$ cat src/rtl/sx_exu_fpu_seq_if.sv
// ----------------------------------------------------------------------------
// sx_exu_fpu_seq_if
// Bundles every non-clock, non-reset signal of the FP issue/writeback
// sequencer: the decode handshake, the FPU control-block port, the register
// file write port and the pending-destination / error status outputs.
//   master : the sequencer itself
//   slave  : the surrounding pipeline (decode, FPU control, register file)
// ----------------------------------------------------------------------------
interface sx_exu_fpu_seq_if;
    // decode side
    logic        dec_valid;
    logic        dec_ready;
    logic [2:0]  dec_op;
    logic [31:0] dec_rs1;
    logic [31:0] dec_rs2;
    logic [4:0]  dec_rd_addr;
    logic        flush;
    // FPU control block side
    logic [2:0]  fp_p;
    logic [31:0] fpu_rs1;
    logic [31:0] fpu_rs2;
    logic        fpu_cancel;
    logic        fpu_wb_ready;
    logic        fpu_busy;
    logic        fpu_result_ready;
    logic [31:0] fpu_rd;
    // register-file write port
    logic        wb_valid;
    logic [4:0]  wb_addr;
    logic [31:0] wb_data;
    logic        wb_ack;
    // status
    logic        pend_valid;
    logic [4:0]  pend_addr;
    logic        illegal_op;
    logic        timeout_err;

    modport master (
        input  dec_valid, dec_op, dec_rs1, dec_rs2, dec_rd_addr, flush,
        input  fpu_busy, fpu_result_ready, fpu_rd, wb_ack,
        output dec_ready, fp_p, fpu_rs1, fpu_rs2, fpu_cancel, fpu_wb_ready,
        output wb_valid, wb_addr, wb_data, pend_valid, pend_addr,
        output illegal_op, timeout_err
    );

    modport slave (
        output dec_valid, dec_op, dec_rs1, dec_rs2, dec_rd_addr, flush,
        output fpu_busy, fpu_result_ready, fpu_rd, wb_ack,
        input  dec_ready, fp_p, fpu_rs1, fpu_rs2, fpu_cancel, fpu_wb_ready,
        input  wb_valid, wb_addr, wb_data, pend_valid, pend_addr,
        input  illegal_op, timeout_err
    );
endinterface

$ cat src/rtl/sx_exu_fpu_seq.sv
// ----------------------------------------------------------------------------
// sx_exu_fpu_seq
// Issue/writeback sequencer for the single-precision FPU. Takes one decoded
// fadd/fmul/fdiv from decode, issues it to the FPU control block, collects the
// result and writes it back through a valid/ack register-file port. Publishes
// the outstanding destination register as a one-entry scoreboard.
//
// Ports:
//   clk  - core clock
//   rst  - asynchronous active-high reset
//   bus  - sx_exu_fpu_seq_if.master (decode, FPU, writeback, status groups)
//
// Parameter:
//   TIMEOUT_CYCLES - WAIT-state watchdog limit (>= 2), only meaningful when
//                    the SX_FPU_TIMEOUT_EN macro is defined.
//
// Build option:
//   SX_FPU_TIMEOUT_EN - enables the WAIT watchdog; without it WAIT lasts until
//                       a result or flush arrives and timeout_err is tied 0.
// ----------------------------------------------------------------------------
module sx_exu_fpu_seq #(
    parameter int TIMEOUT_CYCLES = 64
) (
    input  logic                    clk,
    input  logic                    rst,
    sx_exu_fpu_seq_if.master        bus
);

    localparam logic [1:0] ST_IDLE  = 2'd0;
    localparam logic [1:0] ST_ISSUE = 2'd1;
    localparam logic [1:0] ST_WAIT  = 2'd2;
    localparam logic [1:0] ST_WB    = 2'd3;

    generate
        if (TIMEOUT_CYCLES < 2) begin : g_bad_timeout
            $error("sx_exu_fpu_seq: TIMEOUT_CYCLES must be at least 2");
        end
    endgenerate

    logic [1:0]  state_q, state_d;
    logic [2:0]  op_q, op_d;
    logic [31:0] rs1_q, rs1_d;
    logic [31:0] rs2_q, rs2_d;
    logic [4:0]  rd_addr_q, rd_addr_d;
    logic [31:0] wb_data_q, wb_data_d;
    logic        cancel_q, cancel_d;
    logic        op_onehot;
    logic        dec_fire;
    logic        illegal;
    logic        timeout_fire;

    assign bus.dec_ready = (state_q == ST_IDLE) & ~bus.flush & ~rst;
    assign dec_fire      = bus.dec_valid & bus.dec_ready;
    assign op_onehot     = (bus.dec_op == 3'b100) | (bus.dec_op == 3'b010) |
                           (bus.dec_op == 3'b001);

`ifdef SX_FPU_TIMEOUT_EN
    localparam int CW = ($clog2(TIMEOUT_CYCLES + 1) > 8) ? $clog2(TIMEOUT_CYCLES + 1) : 8;
    logic [CW-1:0] wait_cnt_q, wait_cnt_d;

    // Held at zero outside WAIT so the first WAIT cycle reads 0 and the
    // TIMEOUT_CYCLES-th WAIT cycle reads TIMEOUT_CYCLES-1.
    always_comb begin
        wait_cnt_d = '0;
        if (state_q == ST_WAIT) begin
            wait_cnt_d = wait_cnt_q + 1'b1;
        end
    end

    // A flush or a result arriving in the final cycle takes precedence.
    assign timeout_fire = (state_q == ST_WAIT) & ~bus.flush & ~bus.fpu_result_ready &
                          (wait_cnt_q == CW'(TIMEOUT_CYCLES - 1));

    always_ff @(posedge clk or posedge rst) begin
        if (rst) begin
            wait_cnt_q <= '0;
        end else begin
            wait_cnt_q <= wait_cnt_d;
        end
    end
`else
    assign timeout_fire = 1'b0;
`endif

    always_comb begin
        state_d   = state_q;
        op_d      = op_q;
        rs1_d     = rs1_q;
        rs2_d     = rs2_q;
        rd_addr_d = rd_addr_q;
        wb_data_d = wb_data_q;
        cancel_d  = 1'b0;
        illegal   = 1'b0;
        case (state_q)
            ST_IDLE: begin
                if (dec_fire) begin
                    if (op_onehot) begin
                        op_d      = bus.dec_op;
                        rs1_d     = bus.dec_rs1;
                        rs2_d     = bus.dec_rs2;
                        rd_addr_d = bus.dec_rd_addr;
                        state_d   = ST_ISSUE;
                    end else begin
                        // Malformed op is consumed and reported, never issued.
                        illegal = 1'b1;
                    end
                end
            end
            ST_ISSUE: begin
                if (bus.flush) begin
                    cancel_d = 1'b1;
                    state_d  = ST_IDLE;
                end else if (!bus.fpu_busy) begin
                    state_d = ST_WAIT;
                end
            end
            ST_WAIT: begin
                if (bus.flush) begin
                    // Any result arriving with the flush is dropped.
                    cancel_d = 1'b1;
                    state_d  = ST_IDLE;
                end else if (bus.fpu_result_ready) begin
                    wb_data_d = bus.fpu_rd;
                    state_d   = ST_WB;
                end else if (timeout_fire) begin
                    state_d = ST_IDLE;
                end
            end
            default: begin
                // WB: flush drops the write without cancelling the FPU,
                // which already handed the result over.
                if (bus.wb_ack || bus.flush) begin
                    state_d = ST_IDLE;
                end
            end
        endcase
    end

    always_ff @(posedge clk or posedge rst) begin
        if (rst) begin
            state_q   <= ST_IDLE;
            op_q      <= '0;
            rs1_q     <= '0;
            rs2_q     <= '0;
            rd_addr_q <= '0;
            wb_data_q <= '0;
            cancel_q  <= 1'b0;
        end else begin
            state_q   <= state_d;
            op_q      <= op_d;
            rs1_q     <= rs1_d;
            rs2_q     <= rs2_d;
            rd_addr_q <= rd_addr_d;
            wb_data_q <= wb_data_d;
            cancel_q  <= cancel_d;
        end
    end

    assign bus.fp_p         = (state_q == ST_ISSUE) ? op_q : 3'b000;
    assign bus.fpu_rs1      = rs1_q;
    assign bus.fpu_rs2      = rs2_q;
    // Flush kills are registered (next cycle); the watchdog kill is issued
    // in the expiring WAIT cycle itself.
    assign bus.fpu_cancel   = cancel_q | timeout_fire;
    assign bus.fpu_wb_ready = (state_q == ST_WAIT);
    assign bus.wb_valid     = (state_q == ST_WB);
    assign bus.wb_addr      = rd_addr_q;
    assign bus.wb_data      = wb_data_q;
    assign bus.pend_valid   = (state_q != ST_IDLE);
    assign bus.pend_addr    = rd_addr_q;
    assign bus.illegal_op   = illegal;
    assign bus.timeout_err  = timeout_fire;

endmodule

$ cat src/flat_wrapper.sv
// flat-port wrapper written by rule: the top's interface ports become plain ports
module sx_exu_fpu_seq_flat 
#(
    parameter int TIMEOUT_CYCLES = 64
)
  (clk, rst, bus_dec_valid, bus_dec_op, bus_dec_rs1, bus_dec_rs2, bus_dec_rd_addr, bus_flush, bus_fpu_busy, bus_fpu_result_ready, bus_fpu_rd, bus_wb_ack, bus_dec_ready, bus_fp_p, bus_fpu_rs1, bus_fpu_rs2, bus_fpu_cancel, bus_fpu_wb_ready, bus_wb_valid, bus_wb_addr, bus_wb_data, bus_pend_valid, bus_pend_addr, bus_illegal_op, bus_timeout_err);
  sx_exu_fpu_seq_if bus_i ();
  input  logic clk;
  input  logic rst;
  input wire logic [$bits(bus_i.dec_valid)-1:0] bus_dec_valid;
  input wire logic [$bits(bus_i.dec_op)-1:0] bus_dec_op;
  input wire logic [$bits(bus_i.dec_rs1)-1:0] bus_dec_rs1;
  input wire logic [$bits(bus_i.dec_rs2)-1:0] bus_dec_rs2;
  input wire logic [$bits(bus_i.dec_rd_addr)-1:0] bus_dec_rd_addr;
  input wire logic [$bits(bus_i.flush)-1:0] bus_flush;
  input wire logic [$bits(bus_i.fpu_busy)-1:0] bus_fpu_busy;
  input wire logic [$bits(bus_i.fpu_result_ready)-1:0] bus_fpu_result_ready;
  input wire logic [$bits(bus_i.fpu_rd)-1:0] bus_fpu_rd;
  input wire logic [$bits(bus_i.wb_ack)-1:0] bus_wb_ack;
  output wire logic [$bits(bus_i.dec_ready)-1:0] bus_dec_ready;
  output wire logic [$bits(bus_i.fp_p)-1:0] bus_fp_p;
  output wire logic [$bits(bus_i.fpu_rs1)-1:0] bus_fpu_rs1;
  output wire logic [$bits(bus_i.fpu_rs2)-1:0] bus_fpu_rs2;
  output wire logic [$bits(bus_i.fpu_cancel)-1:0] bus_fpu_cancel;
  output wire logic [$bits(bus_i.fpu_wb_ready)-1:0] bus_fpu_wb_ready;
  output wire logic [$bits(bus_i.wb_valid)-1:0] bus_wb_valid;
  output wire logic [$bits(bus_i.wb_addr)-1:0] bus_wb_addr;
  output wire logic [$bits(bus_i.wb_data)-1:0] bus_wb_data;
  output wire logic [$bits(bus_i.pend_valid)-1:0] bus_pend_valid;
  output wire logic [$bits(bus_i.pend_addr)-1:0] bus_pend_addr;
  output wire logic [$bits(bus_i.illegal_op)-1:0] bus_illegal_op;
  output wire logic [$bits(bus_i.timeout_err)-1:0] bus_timeout_err;
  assign bus_i.dec_valid = bus_dec_valid;
  assign bus_i.dec_op = bus_dec_op;
  assign bus_i.dec_rs1 = bus_dec_rs1;
  assign bus_i.dec_rs2 = bus_dec_rs2;
  assign bus_i.dec_rd_addr = bus_dec_rd_addr;
  assign bus_i.flush = bus_flush;
  assign bus_i.fpu_busy = bus_fpu_busy;
  assign bus_i.fpu_result_ready = bus_fpu_result_ready;
  assign bus_i.fpu_rd = bus_fpu_rd;
  assign bus_i.wb_ack = bus_wb_ack;
  assign bus_dec_ready = bus_i.dec_ready;
  assign bus_fp_p = bus_i.fp_p;
  assign bus_fpu_rs1 = bus_i.fpu_rs1;
  assign bus_fpu_rs2 = bus_i.fpu_rs2;
  assign bus_fpu_cancel = bus_i.fpu_cancel;
  assign bus_fpu_wb_ready = bus_i.fpu_wb_ready;
  assign bus_wb_valid = bus_i.wb_valid;
  assign bus_wb_addr = bus_i.wb_addr;
  assign bus_wb_data = bus_i.wb_data;
  assign bus_pend_valid = bus_i.pend_valid;
  assign bus_pend_addr = bus_i.pend_addr;
  assign bus_illegal_op = bus_i.illegal_op;
  assign bus_timeout_err = bus_i.timeout_err;
  sx_exu_fpu_seq #(.TIMEOUT_CYCLES(TIMEOUT_CYCLES)) u_core (.clk(clk), .rst(rst), .bus(bus_i));
endmodule
$ cat config.mk
export PLATFORM = sky130hd
export DESIGN_NAME = sx_exu_fpu_seq_flat
export DESIGN_NICKNAME = d
export VERILOG_FILES = /design/src/rtl/sx_exu_fpu_seq_if.sv /design/src/rtl/sx_exu_fpu_seq.sv /design/src/flat_wrapper.sv
export SDC_FILE = /design/constraint.sdc
export NUM_CORES = 1
export LEC_CHECK = 0
export CAP_MARGIN = 25
export CORE_UTILIZATION = 36
export CTS_BUF_LIST = sky130_fd_sc_hd__clkbuf_16
export CTS_CLUSTER_DIAMETER = 120
export DETAILED_ROUTE_END_ITERATION = 10
export PLACE_DENSITY_LB_ADDON = 0.08
export SLEW_MARGIN = 15
export SYNTH_ARGS = -nofsm -noshare
export SYNTH_HDL_FRONTEND = slang
export SYNTH_SLANG_ARGS = --single-unit
$ cat constraint.sdc
create_clock -name clk -period 3.3 [get_ports clk]
set_input_delay 0.495 -clock clk [delete_from_list [all_inputs] [get_ports clk]]
set_output_delay 0.495 -clock clk [all_outputs]
set_load 0.03 [all_outputs]
==> run_results.csv <==
group,metric,value,unit
sta,fmax,357,MHz
detailed_routing,ant_nets,0,
grt,grt_max_degree,108,
critical_path,cp_slowest_stage_delay,600,ps
final_layout,finish.utilization,59.8,%
placed_design,portBuffers,225,
detailed_routing,routed_wl,10300,µm
grt,grt_pass1_vias,3207,
synthesis,synth_common_cells,"dfrtp_1, mux2_2, clkbuf_8, mux2_4, buf_4",
sta,fin_crit_sh,84.8,%
floorplanning,die_w,111,µm
final_layout,nets,602,
critical_path,slowest_stage,"clkdlybuf4s50_1",
worst_hold_path,holdPathEnd,"u_core.bus.wb_data[1]$_DFFE_PP0P_",
critical_path,cp.required,2800,ps
worst_hold_path,whs_path_depth,1,
critical_path,timing.rr.end,"u_core.bus.wb_data[6]$_DFFE_PP0P_",
critical_path,cp_top_family,"buffers and inverters",
critical_path,arrival,2300,ps
final_layout,syn2layout_area_growth,60.9,%
pwr,p_leak,0.00293,µW
worst_hold_path,hp-class,"reg2reg",
cts,cts-root-buf,"clkbuf_16",
cts,holdBufCountCts,0,
run_status,violations,"DRC",
synthesis,syn-cell-area,4280,µm²
synthesis,synth_top_area_cell,"dfrtp_1",
synthesis,synth_top_area_share,62.6,%
synthesis,synth_flop_cell,"dfrtp_1",
final_layout,fillers,956,
final_layout,multi_input_area,1430,µm²
sta,finalHoldViolations,0,
detailed_routing,num_vias,2928,
synthesis,async_reset_ff_share,100,%
cts,tritoncts,"built",
cts,post_cts_resize_count,0,
cts,cts_setup_buffers,0,
critical_path,r2r-start,"u_core.state_q[0]$_DFFE_PP0P_",
sta,slew_headroom,57.8,%
synthesis,netlist_instances,263,
placed_design,globalplace.congestion,0.713,
synthesis,synth_fa_ha_area_share,1.17,%
floorplanning,die_y,111,µm
pwr,p_total,6970,µW
synthesis,yosysSeqAreaShare,62.6,%
grt,antenna_found_initial,0,
synthesis,synth.area.top_cells,"dfrtp_1, mux2_2, mux2_4, clkbuf_8, ha_1",
synthesis,synth_mux_area_share,28.0,%
sta,setup_viol,0,
synthesis,yosysUniqueCellTypes,26,
detailed_routing,drcViolationCount,34,
detailed_routing,drt-pass1-iter-count,7,
detailed_routing,initialDrtViolationCount,167,
synthesis,synth.most_common_cell,"dfrtp_1",
final_layout,area.sequential,2680,µm²
pwr,p_sw,2760,µW
floorplanning,rows,39,
sta,fin_skew,4.92,ps
grt,grt_pass1_wl,16800,µm
pwr,power_density,1010,nW/µm²
synthesis,synth_compound_area_share,1.67,%
synthesis,synth-edff-count,0,
cts,cts_max_level,3,
cts,clockBufferDepth,2,
synthesis,syn_nets,378,
floorplanning,coreArea,11500,µm²
critical_path,rrSetupSlack,1260,ps
final_layout,diodes,0,
final_layout,drive_above_1_share,25.0,%
pwr,p_clk_share,13.8,%
sta,fin_tns_setup,0,ps
placed_design,dp_hpwl,7420,µm
sta,post-route-min-period,2800,ps
detailed_routing,avgViaCountPerCell,4.61,
floorplanning,io_pins,227,
grt,grt_usage,17.7,%
job,cap_viol_max_count,0,
synthesis,synth-seq-cells,107,
cts,clkLatencyLatePin,350,ps
synthesis,syn_area_per_cell,16.3,µm²
cts,clk_pin_slew,70,ps
grt,grt-ovfl-total,0,
pwr,swShare,39.6,%
synthesis,synth_xor_xnor_area_share,0.205,%
critical_path,worstSetupPathType,"in2out",
worst_hold_path,worstHoldStart,"u_core.bus.wb_data[1]$_DFFE_PP0P_",
run_status,outcome,"complete, but fails checks",
sta,final-max-slew-violation-count,0,
sta,tightest_slew,632,ps
critical_path,path_buf_inv,2,
sta,rsz0062_at_grt,"no",
critical_path,reg2regPathDepth,5,
synthesis,synth_top_family_by_area,"multiplexers",
critical_path,crit_path_start_kind,"input port",
critical_path,end_kind,"primary output",
pwr,p_comb_share,53.7,%
detailed_routing,wire_per_inst,16.1,µm
cts,clock_sinks,107,
pwr,p_int,4210,µW
synthesis,ys_warn_count,0,
pwr,pwr-share-seq,32.5,%
critical_path,crit_fanout,4,
floorplanning,start_util,37.2,%
pwr,ir_drop,0.000451,V
floorplanning,dieArea,12300,µm²
synthesis,synth_simple_gate_area_share,2.25,%
cts,cts_made_buffers,9,
critical_path,crit_chain,"clkdlybuf4s50_1 -> o21ai_0 -> o21ai_0 -> and2_1 -> clkdlybuf4s50_1",
[worst max path at each step]
stage	startpoint	to	slack, ps	cells after the start
finish	bus_dec_op[1]	bus_illegal_op	500	5
global route	bus_dec_op[1]	bus_illegal_op	390	5
CTS	u_core.state_q[0]$_DFFE_PP0P_	bus_illegal_op	480	5
detailed placement	bus_dec_op[1]	bus_illegal_op	490	5
global placement	bus_dec_op[1]	bus_illegal_op	530	5
floorplan	u_core.state_q[0]$_DFFE_PP0P_	bus_dec_ready	1240	4
[power groups by stage]
| stage | Clock [µW] | Sequential, µW | Combinational (µW) |
|---|---|---|---|
| after detailed placement | 0 | 2290 | 3770 |
| after global routing | 1040 | 2360 | 3910 |
| after floorplan | 0 | 3530 | 884 |
| final | 964 | 2260 | 3740 |
| after global placement | 0 | 2250 | 3740 |
| after CTS | 1000 | 2270 | 3780 |
[metal layers]
layer  vias to the layer above  part of all wire (%)  GRT usage (%)  wire, µm
met1                      1423                    39           20.3      3950
li1                       1362                     -              -         -
met5                         -                     0              0         0
met2                       126                    51           30.0      5180
met4                         0                   2.6           9.19       269
met3                        17                   8.3           4.98       848
[sequential cells by signal, summed over array words and instances, names as in the netlist]
register / count
u_core.op_q: 3
u_core.state_q: 2
u_core.bus.fpu_rs1: 32
u_core.bus.fpu_rs2: 32
u_core.bus.fpu_cancel: 1
u_core.bus.wb_data: 32
u_core.bus.pend_addr: 5
[placed cells by master, fill, tap and decap left out, drive strengths merged, types with 3 or more instances in the layout]
cell,instances
and2,5
buf,4
clkbuf,9
clkdlybuf4s50,225
clkinv,5
clkinvlp,3
dfrtp,107
ha,4
inv,4
mux2,103
nand2,4
o21ai,4
[per-stage QoR]
step / hold WS [ps] / cells / setup WS [ps] / area [µm²]
after detailed placement: 491 / 619 / 493 / 6630
after global placement: 480 / 619 / 528 / 6630
final: 503 / 635 / 501 / 6890
after CTS: 507 / 635 / 480 / 6890
after global routing: 517 / 635 / 392 / 6890
after floorplan: 452 / 263 / 1240 / 4280
[area by class of cell]
cell class                 instances  share of cell area (%)
sequential                       107                    38.9
timing repair buffer             229                    33.7
multi-input combinational        135                    20.7
clock buffer                       9                    3.27
tap                              143                    2.60
clock inverter                     7                   0.509
inverter                           5                   0.327
[kinds of logic (layout without fill, tap and decap cells)]
logic type	after synthesis	in the layout
buffers and inverters	21	250
muxes	104	104
and+or+nand+nor	16	16
xor gates and xnor gates	1	1
adders and majority gates	4	4
other	1	1
DFF	107	107
AOI/OAI and AO/OA	9	9
Power figures use the tool's default switching activity.
